[config.mk]
export PLATFORM = sky130hd
export DESIGN_NAME = sa_autosa_cdp_rdma_reg_multi
export DESIGN_NICKNAME = d
export VERILOG_FILES = /design/src/rtl/sa_autosa_cdp_rdma_reg_multi.sv
export SDC_FILE = /design/constraint.sdc
export NUM_CORES = 1
export LEC_CHECK = 0
export CAP_MARGIN = 20
export CORE_ASPECT_RATIO = 0.6
export CORE_MARGIN = 8
export CORE_UTILIZATION = 25
export DETAILED_ROUTE_END_ITERATION = 7
export HOLD_SLACK_MARGIN = 0.12
export PLACE_DENSITY = 0.67
export REMOVE_ABC_BUFFERS = 1
export SYNTH_ARGS = -nofsm -noshare
export SYNTH_HDL_FRONTEND = slang
export SYNTH_SLANG_ARGS = --single-unit
export TNS_END_PERCENT = 50
[constraint.sdc]
create_clock -name autosa_core_clk -period 2.1 [get_ports autosa_core_clk]
set_input_delay 0.63 -clock autosa_core_clk [delete_from_list [all_inputs] [get_ports autosa_core_clk]]
set_output_delay 0.63 -clock autosa_core_clk [all_outputs]
set_load 0.02 [all_outputs]
[src/rtl/sa_autosa_cdp_rdma_reg_multi.sv]
// Ping-pong register-group controller for the CDP RDMA block.
// Software arms groups in producer order; hardware runs them one at a time in consumer order.
module sa_autosa_cdp_rdma_reg_multi #(
    parameter  int NUM_GROUPS = 2,
    localparam int PTR_W      = (NUM_GROUPS > 2) ? $clog2(NUM_GROUPS) : 1
) (
    input  logic                  autosa_core_clk,
    input  logic                  autosa_core_rstn,
    input  logic [11:0]           reg_offset,
    input  logic [31:0]           reg_wr_data,
    input  logic                  reg_wr_en,
    output logic [31:0]           reg_rd_data,
    input  logic                  op_done,
    output logic [PTR_W-1:0]      producer,
    output logic [PTR_W-1:0]      consumer,
    output logic [NUM_GROUPS-1:0] op_en,
    output logic                  op_start,
    output logic                  err_irq
);

    typedef enum logic [1:0] {
        IDLE    = 2'd0,
        PENDING = 2'd1,
        RUNNING = 2'd2
    } grp_state_e;

    localparam logic [11:0] OFS_STATUS  = 12'h000;
    localparam logic [11:0] OFS_POINTER = 12'h004;
    localparam logic [11:0] OFS_OP_EN   = 12'h008;
    localparam logic [11:0] OFS_ERR     = 12'h00C;

    grp_state_e       state_q [NUM_GROUPS];
    grp_state_e       state_d [NUM_GROUPS];
    logic [PTR_W-1:0] producer_q, producer_d;
    logic [PTR_W-1:0] consumer_q, consumer_d;
    logic [3:0]       err_q, err_d;
    logic             start_q, start_d;

    logic [3:0]       err_set;
    logic [3:0]       err_clr;
    logic             any_running;

    // NOTE: every combinational output gets a default before any branch, so no path leaves it unassigned and no latch is inferred.
    always_comb begin
        for (int g = 0; g < NUM_GROUPS; g++) begin
            state_d[g] = state_q[g];
        end
        producer_d  = producer_q;
        consumer_d  = consumer_q;
        start_d     = 1'b0;
        err_set     = '0;
        err_clr     = '0;
        any_running = 1'b0;

        for (int g = 0; g < NUM_GROUPS; g++) begin
            if (state_q[g] == RUNNING) any_running = 1'b1;
        end

        if (reg_wr_en) begin
            case (reg_offset)
                OFS_STATUS: err_set[0] = 1'b1;
                OFS_POINTER: begin
                    // The whole word is the producer value; anything out of range is refused.
                    if (reg_wr_data >= 32'(NUM_GROUPS)) err_set[1] = 1'b1;
                    else                                producer_d = reg_wr_data[PTR_W-1:0];
                end
                OFS_OP_EN: begin
                    if (reg_wr_data[0]) begin
                        if (state_q[producer_q] != IDLE) err_set[2] = 1'b1;
                        else                             state_d[producer_q] = PENDING;
                    end
                end
                OFS_ERR: err_clr = reg_wr_data[3:0];
                default: err_set[1] = 1'b1;
            endcase
        end

        // Only the consumer group can be running, so completion always retires it.
        if (op_done) begin
            if (state_q[consumer_q] == RUNNING) begin
                state_d[consumer_q] = IDLE;
                consumer_d = (int'(consumer_q) == NUM_GROUPS - 1) ? '0 : consumer_q + 1'b1;
            end else begin
                err_set[3] = 1'b1;
            end
        end

        if (!any_running && state_q[consumer_q] == PENDING) begin
            state_d[consumer_q] = RUNNING;
            start_d = 1'b1;
        end

        // Hardware set beats a software clear of the same bit.
        err_d = (err_q & ~err_clr) | err_set;
    end

    // NOTE: sequential state uses non-blocking assignments so every register samples pre-edge values.
    always_ff @(posedge autosa_core_clk or negedge autosa_core_rstn) begin
        if (!autosa_core_rstn) begin
            for (int g = 0; g < NUM_GROUPS; g++) begin
                state_q[g] <= IDLE;
            end
            producer_q <= '0;
            consumer_q <= '0;
            err_q      <= '0;
            start_q    <= 1'b0;
        end else begin
            for (int g = 0; g < NUM_GROUPS; g++) begin
                state_q[g] <= state_d[g];
            end
            producer_q <= producer_d;
            consumer_q <= consumer_d;
            err_q      <= err_d;
            start_q    <= start_d;
        end
    end

    always_comb begin
        op_en = '0;
        for (int g = 0; g < NUM_GROUPS; g++) begin
            op_en[g] = (state_q[g] == PENDING) || (state_q[g] == RUNNING);
        end
    end

    always_comb begin
        reg_rd_data = '0;
        case (reg_offset)
            OFS_STATUS: begin
                for (int g = 0; g < NUM_GROUPS; g++) begin
                    reg_rd_data[4*g +: 2] = state_q[g];
                end
            end
            OFS_POINTER: begin
                reg_rd_data[PTR_W-1:0]  = producer_q;
                reg_rd_data[16 +: PTR_W] = consumer_q;
            end
            OFS_OP_EN: reg_rd_data[0]   = op_en[producer_q];
            OFS_ERR:   reg_rd_data[3:0] = err_q;
            default:   reg_rd_data = '0;
        endcase
    end

    assign producer = producer_q;
    assign consumer = consumer_q;
    assign op_start = start_q;
    assign err_irq  = |err_q;

endmodule

==> key figures <==
Status
  – Status: finished with violations
  – Violated checks: setup timing

Place
  – HPWL reported at the end of detailed placement: 3240 um
  – GP Congestion: 0.809
  – Placed cells: 244
  – Port bufs: 60
  – Dpl ws: -1.13 ns

Power and ir drop
  – Power per Cell Area: 382 mW/mm^2
  – Peak supply drop: 0.359 mV
  – Leak: 0.842 nW

Hold path
  – Hold EP: err_q[3]
  – Hold path cells: 2
  – Min-delay worst type: reg2reg
  – Hold_sp: err_q[3]

GRT
  – Total Routing Usage GR: 11.1%
  – Antenna violations before repair: 0
  – Number of global-route vias before repair: 1,158
  – Total gr overflow: 0
  – Largest net degree at the start of global routing: 12
  – First-pass GRT wire length: 5820 um

Drt
  – DRT Wirelength: 3830 um
  – Drt drc: 0
  – Antenna viol nets, final: 0
  – Drt pass-1 iters: 4
  – Avg Vias per Cell: 4.43
  – DRT iter0 DRCs: 34
  – Vias: 1,120
  – WL/cell: 15.1 um

Yosys
  – Syn avg cell area: 8.93 um^2
  – Ys Warns: 0
  – Post-synth EDFFs: 0
  – Netlist cell types: 41
  – Post-Syn Area: 0.00104 mm^2
  – Sequential element share of the synthesized area: 26.6%
  – Synth Instances: 116
  – FF+latch count, synth: 11
  – FFs w/ async S/R, synth: 100%
  – Most used DFF post-synth: dfrtp_1

STA
  – Skew final: 0.000165 ns
  – RSZ-0062 raised after global routing: yes
  – Final period util: 112%
  – Final worst slack: -0.259 ns
  – Setup-failing EPs final: 7
  – Final Hold Viols: 0
  – Final hold slack: 0.537 ns
  – Max Fclk: 424 MHz
  – Setup TNS: -1.25 ns
  – Minimum clock period: 2.36 ns
  – Fin. max-slew vios: 0
  – Worst-Margin Slew: 0.501 ns
  – Slew margin rel.: 66.5%

Worst setup path
  – Worst setup EP type: output pin
  – Worst path required time: 1.47 ns
  – R2r endpoint: state_q[0]
  – Crit Path Category: reg2out
  – FF-to-FF Start: consumer
  – Worst reg2reg path depth: 5
  – Critical Path Fanout Max: 2
  – CP arrival: 1.73 ns
  – CP startpoint kind: flip-flop
  – Flop-to-flop setup slack: 0.37 ns

Die
  – Die Ht: 65.9 um
  – Initial Util: 25.6%
  – Core area: 0.00405 mm^2
  – DIE WIDTH: 99.1 um
  – Row Count: 18
  – Die ar.: 0.00653 mm^2
  – I/O pins: 86

Clock network
  – Post-CTS Hold Buffers: 0
  – Clk_lat worst skew: 0.24 ns
  – Worst-path clk slew: 0.05 ns
  – H-tree levels: 1
  – CTS Sinks: 11
  – CTS tree: done
  – CTS max path bufs: 2
  – Root Buffer Master: clkbuf_8
  – Total CTS buffers: 3

Final layout
  – Syn-to-layout area delta: 83.7%
  – Commonest non-fill, non-tap cell in the layout: clkdlybuf4s50_1
  – Layout cells sized above 1: 33.5%
  – Most frequent cells in the layout: 38 x clkdlybuf4s50_1, 27 x buf_4, 25 x conb_1
  – Post-route core utilization: 46.9%
  – Fin nets: 254
  – Non-filler instance count after layout: 253
  – Antenna Cells: 0

Job
  – Max-capacitance violation count: 0
-- critical path: stages, from the launching register on --
cell and delay [ns]:
dfrtp_1 0.42, ha_4 0.29, mux2i_2 0.06, mux4_2 0.45, and2_4 0.15, buf_6 0.12
-- cell usage after synthesis, drive strengths merged, types with 2 or more instances --
master  number  area (um^2)
ha           2         25.0
nor4        11          105
o22a         2         17.5
and2         3         18.8
nor3         3         15.0
o31ai        3         22.5
dfrtp       11          275
inv          8         30.0
nand4        5         31.3
nor2b        2         15.0
a21oi        2         10.0
nand3        2         15.0
nand2        4         15.0
o21ai        6         30.0
nor2         3         11.3
and3         5         31.3
buf         27          204
-- worst max-delay path by stage --
stage | startpoint | to | slack (ns) | cells past startpoint
final | state_q[3] | reg_rd_data[0] | -0.26 | 5
after global routing | state_q[3] | reg_rd_data[0] | -0.31 | 5
after CTS | state_q[1] | reg_rd_data[0] | -0.27 | 5
after detailed placement | reg_offset[9] | reg_rd_data[3] | -1.13 | 6
after global placement | reg_offset[1] | reg_rd_data[3] | -1.11 | 6
after floorplan | reg_offset[9] | reg_rd_data[16] | -0.13 | 3
-- per-layer routing --
metal  up-vias  GRT usage [%]  wire [um]
met5         -              0          0
met4         0           2.43         19
met3         4           3.47        173
met2        26           18.8       2000
met1       545           13.6       1630
li1        545              -          -
-- kinds of logic (layout without fill, tap and decap cells) --
| family | after synthesis | count (layout) | synth area share (%) |
|---|---|---|---|
| adder cells (fa/ha/maj) | 2 | 2 | 2.42 |
| AO/OA/AOI/OAI | 17 | 17 | 12.1 |
| AND/OR/NAND/NOR | 45 | 45 | 30.2 |
| flip-flops | 11 | 11 | 26.6 |
| other | 1 | 25 | 0.362 |
| buffers and inverters | 36 | 99 | 22.9 |
| XOR/XNOR | 1 | 1 | 0.846 |
| multiplexers | 3 | 3 | 4.59 |
-- cell type report --
cell class	count	area, um^2
Clock buffer	4	45.0
Fill cell	389	2150
Tap cell	50	62.6
Inverter	8	30.0
Timing Repair Buffer	87	791
Sequential cell	11	275
Multi-Input combinational cell	93	699
-- state kept, by name, summed over array words and instances (netlist names) --
name      count
consumer      1
op_start      1
state_q       4
err_q         4
producer      1
-- power by group --
group,total [W],internal [W],switching (W),leakage (nW)
Combinational,0.000283,0.000134,0.000148,0.688
Clock,0.000210,0.000133,0.0000772,0.0228
Sequential,0.000234,0.000224,0.00000993,0.131
Total,0.000726,0.000491,0.000236,0.842
-- stage by stage --
stage	area, um^2	power [W]
after floorplan	918	0.000335
after detailed placement	1750	0.000511
final	1900	0.000726
after global placement	1750	0.000505
after CTS	1870	0.000726
after global routing	1900	0.000763
-- timing repair --
item,CTS,global route
resized for setup,99,8
setup buffers,3,3
hold endpoints to repair,0,0
pin swaps,11,4
endpoints found under the setup margin,12,9
(Power assumes the default switching activity.)
